File: src/rtl/fifo_sync_gen_pkg.sv
// rtl/fifo_sync_gen_pkg.sv - shared sizing helpers and parameter checks for the synchronous FIFO
package fifo_pkg;

    function automatic int depth_of(input int addr_w);
        return 1 << addr_w;
    endfunction

    // Occupancy needs one extra bit so a completely full FIFO is distinguishable from empty.
    function automatic int cnt_w(input int addr_w);
        return addr_w + 1;
    endfunction

    function automatic bit thresholds_ok(input int addr_w, input int afull_th, input int aempty_th);
        return (addr_w >= 1) &&
               (afull_th >= 1) && (afull_th <= depth_of(addr_w)) &&
               (aempty_th >= 0) && (aempty_th <= depth_of(addr_w) - 1);
    endfunction

endpackage

File: src/rtl/fifo_sync_gen_if.sv
// rtl/fifo_sync_gen_if.sv - write/read/status bundle of the synchronous FIFO
interface fifo_sync_gen_if
    import fifo_pkg::*;
#(
    parameter int DATA_W = 128,
    parameter int ADDR_W = 3
);
    logic [DATA_W-1:0]          in_data;
    logic                       in_require;
    logic                       full;
    logic                       almost_full;
    logic                       out_require;
    logic [DATA_W-1:0]          out_data;
    logic                       out_valid;
    logic                       empty;
    logic                       almost_empty;
    logic [cnt_w(ADDR_W)-1:0]   count;
    logic                       err_clr;
    logic                       overflow;
    logic                       underflow;

    modport master (
        output in_data, in_require, out_require, err_clr,
        input  full, almost_full, out_data, out_valid, empty, almost_empty,
               count, overflow, underflow
    );

    modport slave (
        input  in_data, in_require, out_require, err_clr,
        output full, almost_full, out_data, out_valid, empty, almost_empty,
               count, overflow, underflow
    );
endinterface

File: src/rtl/fifo_ram_2p.sv
// rtl/fifo_ram_2p.sv - storage array, synchronous write port and asynchronous read port
module fifo_ram_2p
    import fifo_pkg::*;
#(
    parameter int DATA_W = 128,
    parameter int ADDR_W = 3
) (
    input  logic              clk,
    input  logic              we,
    input  logic [ADDR_W-1:0] waddr,
    input  logic [DATA_W-1:0] wdata,
    input  logic [ADDR_W-1:0] raddr,
    output logic [DATA_W-1:0] rdata
);
    localparam int DEPTH = depth_of(ADDR_W);

    // Contents are deliberately not reset; occupancy tracking makes stale words unobservable.
    logic [DATA_W-1:0] mem [DEPTH];

    always_ff @(posedge clk) begin
        if (we) begin
            mem[waddr] <= wdata;
        end
    end

    assign rdata = mem[raddr];

endmodule

File: src/rtl/fifo_sync_gen.sv
// rtl/fifo_sync_gen.sv - parametrised synchronous FIFO with thresholds, occupancy and sticky error flags
module fifo_sync_gen
    import fifo_pkg::*;
#(
    parameter int DATA_W    = 128,
    parameter int ADDR_W    = 3,
    parameter int AFULL_TH  = 6,
    parameter int AEMPTY_TH = 1,
    parameter bit FWFT      = 1'b1
) (
    input  logic            clk,
    input  logic            rst_n,
    fifo_sync_gen_if.slave  bus
);
    localparam int DEPTH = depth_of(ADDR_W);
    localparam int CNT_W = cnt_w(ADDR_W);

    localparam logic [CNT_W-1:0] DEPTH_C  = CNT_W'(DEPTH);
    localparam logic [CNT_W-1:0] AFULL_C  = CNT_W'(AFULL_TH);
    localparam logic [CNT_W-1:0] AEMPTY_C = CNT_W'(AEMPTY_TH);

    if (!thresholds_ok(ADDR_W, AFULL_TH, AEMPTY_TH)) begin : g_bad_threshold
        $error("fifo_sync_gen: AFULL_TH/AEMPTY_TH outside valid range for ADDR_W");
    end

    logic [ADDR_W-1:0] wr_ptr;
    logic [ADDR_W-1:0] rd_ptr;
    logic [CNT_W-1:0]  count_q;
    logic              overflow_q;
    logic              underflow_q;
    logic              full_w;
    logic              empty_w;
    logic              wr_en;
    logic              rd_en;
    logic [DATA_W-1:0] rd_word;

    assign full_w  = (count_q == DEPTH_C);
    assign empty_w = (count_q == '0);

    // Accept decisions look only at registered occupancy: no write-through when empty,
    // no read-makes-room when full.
    assign wr_en = bus.in_require  & ~full_w;
    assign rd_en = bus.out_require & ~empty_w;

    fifo_ram_2p #(
        .DATA_W (DATA_W),
        .ADDR_W (ADDR_W)
    ) u_ram (
        .clk   (clk),
        .we    (wr_en),
        .waddr (wr_ptr),
        .wdata (bus.in_data),
        .raddr (rd_ptr),
        .rdata (rd_word)
    );

    always_ff @(posedge clk) begin
        if (!rst_n) begin
            wr_ptr      <= '0;
            rd_ptr      <= '0;
            count_q     <= '0;
            overflow_q  <= 1'b0;
            underflow_q <= 1'b0;
        end else begin
            if (wr_en) begin
                wr_ptr <= wr_ptr + ADDR_W'(1);
            end
            if (rd_en) begin
                rd_ptr <= rd_ptr + ADDR_W'(1);
            end
            case ({wr_en, rd_en})
                2'b10:   count_q <= count_q + CNT_W'(1);
                2'b01:   count_q <= count_q - CNT_W'(1);
                default: count_q <= count_q;
            endcase
            // A fresh error in the clearing cycle keeps the flag set.
            overflow_q  <= (bus.in_require  & full_w)  | (overflow_q  & ~bus.err_clr);
            underflow_q <= (bus.out_require & empty_w) | (underflow_q & ~bus.err_clr);
        end
    end

    if (FWFT) begin : g_show_ahead
        assign bus.out_data  = rd_word;
        assign bus.out_valid = ~empty_w;
    end else begin : g_registered
        logic [DATA_W-1:0] out_data_q;
        logic              out_valid_q;

        always_ff @(posedge clk) begin
            if (!rst_n) begin
                out_data_q  <= '0;
                out_valid_q <= 1'b0;
            end else begin
                out_valid_q <= rd_en;
                if (rd_en) begin
                    out_data_q <= rd_word;
                end
            end
        end

        assign bus.out_data  = out_data_q;
        assign bus.out_valid = out_valid_q;
    end

    assign bus.full         = full_w;
    assign bus.empty        = empty_w;
    assign bus.almost_full  = (count_q >= AFULL_C);
    assign bus.almost_empty = (count_q <= AEMPTY_C);
    assign bus.count        = count_q;
    assign bus.overflow     = overflow_q;
    assign bus.underflow    = underflow_q;

endmodule
File: src/flat_wrapper.sv
// flat-port wrapper written by rule: the top's interface ports become plain ports
module fifo_sync_gen_flat import fifo_pkg::*;
#(
    parameter int DATA_W    = 128,
    parameter int ADDR_W    = 3,
    parameter int AFULL_TH  = 6,
    parameter int AEMPTY_TH = 1,
    parameter bit FWFT      = 1'b1
)
  (clk, rst_n, bus_in_data, bus_in_require, bus_out_require, bus_err_clr, bus_full, bus_almost_full, bus_out_data, bus_out_valid, bus_empty, bus_almost_empty, bus_count, bus_overflow, bus_underflow);
  fifo_sync_gen_if #(.DATA_W(DATA_W), .ADDR_W(ADDR_W)) bus_i ();
  input  logic clk;
  input  logic rst_n;
  input wire logic [$bits(bus_i.in_data)-1:0] bus_in_data;
  input wire logic [$bits(bus_i.in_require)-1:0] bus_in_require;
  input wire logic [$bits(bus_i.out_require)-1:0] bus_out_require;
  input wire logic [$bits(bus_i.err_clr)-1:0] bus_err_clr;
  output wire logic [$bits(bus_i.full)-1:0] bus_full;
  output wire logic [$bits(bus_i.almost_full)-1:0] bus_almost_full;
  output wire logic [$bits(bus_i.out_data)-1:0] bus_out_data;
  output wire logic [$bits(bus_i.out_valid)-1:0] bus_out_valid;
  output wire logic [$bits(bus_i.empty)-1:0] bus_empty;
  output wire logic [$bits(bus_i.almost_empty)-1:0] bus_almost_empty;
  output wire logic [$bits(bus_i.count)-1:0] bus_count;
  output wire logic [$bits(bus_i.overflow)-1:0] bus_overflow;
  output wire logic [$bits(bus_i.underflow)-1:0] bus_underflow;
  assign bus_i.in_data = bus_in_data;
  assign bus_i.in_require = bus_in_require;
  assign bus_i.out_require = bus_out_require;
  assign bus_i.err_clr = bus_err_clr;
  assign bus_full = bus_i.full;
  assign bus_almost_full = bus_i.almost_full;
  assign bus_out_data = bus_i.out_data;
  assign bus_out_valid = bus_i.out_valid;
  assign bus_empty = bus_i.empty;
  assign bus_almost_empty = bus_i.almost_empty;
  assign bus_count = bus_i.count;
  assign bus_overflow = bus_i.overflow;
  assign bus_underflow = bus_i.underflow;
  fifo_sync_gen #(.DATA_W(DATA_W), .ADDR_W(ADDR_W), .AFULL_TH(AFULL_TH), .AEMPTY_TH(AEMPTY_TH), .FWFT(FWFT)) u_core (.clk(clk), .rst_n(rst_n), .bus(bus_i));
endmodule
File: config.mk
export PLATFORM = sky130hd
export DESIGN_NAME = fifo_sync_gen_flat
export DESIGN_NICKNAME = d
export VERILOG_FILES = /design/src/rtl/fifo_sync_gen_pkg.sv /design/src/rtl/fifo_sync_gen_if.sv /design/src/rtl/fifo_ram_2p.sv /design/src/rtl/fifo_sync_gen.sv /design/src/flat_wrapper.sv
export SDC_FILE = /design/constraint.sdc
export NUM_CORES = 1
export LEC_CHECK = 0
export CAP_MARGIN = 30
export CORE_ASPECT_RATIO = 1.1
export CORE_MARGIN = 1
export CORE_UTILIZATION = 58
export DETAILED_ROUTE_END_ITERATION = 7
export GPL_TIMING_DRIVEN = 0
export PLACE_DENSITY = 0.79
export RECOVER_POWER = 50
export SLEW_MARGIN = 15
export SYNTH_ARGS = -nofsm -noshare
export SYNTH_HDL_FRONTEND = slang
export SYNTH_HIERARCHICAL = 1
export SYNTH_SLANG_ARGS = --single-unit
File: constraint.sdc
create_clock -name clk -period 14.1 [get_ports clk]
set_input_delay 2.82 -clock clk [delete_from_list [all_inputs] [get_ports clk]]
set_output_delay 2.82 -clock clk [all_outputs]
set_load 0.01 [all_outputs]
==> results.tsv <==
stage	metric	value	unit
cts	Clk pin slew, worst setup/hold paths	0.06	ns
logic_synthesis	#FFs+latches synth	1036	
cts	Post-CTS Setup Bufs	0	
placed_design	GP Congestion	0.755	
global_route	initial antenna violation count	29	
global_route	global-route wire length before repair	124000	µm
timing	max-slew violations	31	
power	worst vdd ir	0.000119	V
power	PD cells	156	nW/µm²
worst_setup_path	CP arrival	3.58	ns
global_route	total grt overflow	0	
outcome	failing checks	capacitance limit, slew limit	
logic_synthesis	synthesized area per cell	25.3	µm²
worst_setup_path	R2R setup slack	9.81	ns
cells_and_area	area growth from synthesis to layout	20.9	%
cts	Gates resized, CTS repair	0	
worst_setup_path	crit end category	primary output	
routing	DR pass1 iterations	5	
cells_and_area	final net count	2157	
cells_and_area	fin util	0.708	
cts	CTS buffer count	97	
routing	ANT nets after route	0	
worst_setup_path	Worst Setup SP	u_core/rd_ptr[2]	
die	I/O Pins	272	
power	Power Total	7.47	mW
global_route	pin count of the biggest net entering global routing	23	
routing	final WL	83900	µm
cells_and_area	Fill cells	3790	
cts	CTS tree	yes	
timing	Final Hold Vio Count	0	
global_route	Total GRT Usage	0.247	
worst_setup_path	critical path startpoint category	flip-flop	
worst_setup_path	Required @ worst endpoint	11.28	ns
timing	Worst Tran Pin Value	1.97	ns
power	cell leakage power	15.2	nW
cts	worst skew pair latency	0.64	ns
hold_path	Hold Crit Start	u_core/wr_ptr[2]	
outcome	status	complete, but fails checks	
timing	setup TNS	0	ns
worst_setup_path	worst reg2reg endpoint	u_core/u_ram/mem[2][89]	
timing	Max Freq	156	MHz
die	die height	276	µm
timing	Tmin final	6.40	ns
logic_synthesis	Cell variety after synth	36	
hold_path	Hold Path Class	reg2reg	
routing	wire per inst	27.7	µm
placed_design	Port Buf Inserts	271	
logic_synthesis	post-synthesis sequential area ratio	0.782	
timing	RSZ-0062 raised after global routing	false	
logic_synthesis	post-synthesis cell count	1568	
routing	initial DRC count	1447	
timing	fin crit share	0.454	
worst_setup_path	Critical Path End	bus_out_data[41]	
logic_synthesis	synthesized cell area	39700	µm²
cts	H-tree levels	3	
die	Initial Util	0.586	
die	die span in x	251	µm
flow_run	max-capacitance violation count	2	
die	Die ar.	69400	µm²
cts	root buf cell	clkbuf_16	
logic_synthesis	number of synthesis warnings	6	
worst_setup_path	crit-path max FO	10	
routing	# DRC	0	
cts	Post-CTS Hold Buffers	0	
timing	Clock Skew	0.00878	ns
routing	routed vias	18100	
die	Core Rows	100	
routing	vias per cell	5.99	
die	core footprint	67700	µm²
global_route	vias in the first global route	19400	
timing	max_slew headroom	-0.319	
cts	clk buf depth	3	
placed_design	Detail Placement HPWL	53100	µm
cells_and_area	fraction of layout cells with a size suffix above 1	0.276	
worst_setup_path	WS Path Type	reg2out	
timing	final setup vio count	0	
worst_setup_path	Reg2Reg Depth	10	
logic_synthesis	post-synth net total	1708	
worst_setup_path	Reg2Reg Launch Point	u_core/bus.count[0]	
cts	# clock sinks	1036	
==> cells in the final DEF (no fill, tap or decap), drive strengths merged <==
master,instances
dfxtp,12
o21ai,6
a21oi,8
nand2b,7
nand3,4
nor3,3
ha,7
edfxtp,1024
clkbuf,156
nand4b,1
nand2,6
xor2,2
mux2,128
diode,14
inv,9
clkinvlp,1
clkinv,41
nor2b,2
bufinv,9
nor2,12
mux4,256
or3b,1
a211oi,1
buf,120
clkdlybuf4s50,140
dlygate4sd3,131
mux2i,4
or4b,1
nand3b,1
or3,3
==> stage by stage <==
| stage | area, µm² | hold slack [ns] | std cells | setup WS, ns |
|---|---|---|---|---|
| CTS | 48000 | 0.519 | 3014 | 7.66 |
| detailed placement | 44900 | 0.507 | 2836 | 8.07 |
| floorplan | 39700 | 0.454 | 1568 | 1.65 |
| global route | 47900 | 0.561 | 3024 | 7.63 |
| finish | 47900 | 0.521 | 3028 | 7.70 |
| global placement | 43500 | 0.465 | 2757 | -7.80 |
==> power by group <==
group	total [mW]	internal [mW]	switching (mW)	leakage, nW
sequential	3.52	3.49	0.0302	9.40
combinational	1.38	0.774	0.610	4.25
clock	2.57	1.49	1.08	1.55
total	7.47	5.75	1.72	15.2
==> synthesized netlist by cell type (all sizes together) <==
master	n	area, µm²
or4b	1	13.8
mux2i	4	40.0
or3b	1	11.3
nor3	3	15.0
xor2	2	17.5
inv	7	26.3
a21oi	8	43.8
buf	45	475
mux4	256	6040
nor2b	2	12.5
nand2	6	22.5
edfxtp	1024	30700
nand4b	1	8.76
nor2	12	45.0
nand3	4	20.0
ha	7	87.6
nand2b	7	43.8
nand3b	1	11.3
dfxtp	12	240
clkbuf	26	231
clkinv	1	3.75
or3	3	18.8
o21ai	6	30.0
mux2	128	1440
a211oi	1	7.51
==> layout make-up <==
class	instances	area, µm²	area share
clock buffers	126	2640	0.0551
plain buffers	71	707	0.0147
flip-flops and latches	1036	31000	0.646
multi-input cells	453	7950	0.166
diodes	14	35.0	0.000731
well taps	918	1150	0.0240
clock inverters	52	526	0.0110
inverters	8	30.0	0.000626
repair buffers	350	3920	0.0818
==> kinds of logic after synthesis <==
kind of cell | count (synthesis) | share of synthesized area
adder cells (fa/ha/maj) | 7 | 0.00221
XOR/XNOR | 2 | 0.000442
AO/OA/AOI/OAI | 15 | 0.00205
AND/OR/NAND/NOR | 41 | 0.00562
flip-flops | 1036 | 0.782
multiplexers | 388 | 0.190
buffers and inverters | 79 | 0.0186
==> worst min path at each step <==
stage / endpoint / slack [ns] / cells after the start
finish: u_core/wr_ptr[2] / 0.52 / 2
global route: u_core/rd_ptr[0] / 0.56 / 2
CTS: u_core/wr_ptr[2] / 0.52 / 2
detailed placement: u_core/wr_ptr[2] / 0.51 / 2
global placement: u_core/wr_ptr[2] / 0.46 / 2
floorplan: u_core/wr_ptr[2] / 0.45 / 2
==> layer usage <==
layer	part of all wire	track usage	vias to the layer above
met5	0.0014	0	-
li1	-	-	7739
met4	0.028	0.0840	18
met2	0.53	0.423	698
met1	0.38	0.321	9513
met3	0.065	0.0448	169
==> worst max-delay path, stage by stage (launching register included) <==
cell and delay (ns):
dfxtp_1 0.44, buf_2 0.51, buf_1 0.72, mux4_2 0.43
mux2_2 0.28, clkdlybuf4s50_1 0.55
==> flip-flops by register name, indices dropped and copies added (netlist names) <==
signal	count
u_core/wr_ptr	3
u_core/bus.count	4
u_core/bus.overflow	1
u_core/u_ram/mem	1024
u_core/bus.underflow	1
u_core/rd_ptr	3
(Power assumes the default switching activity.)
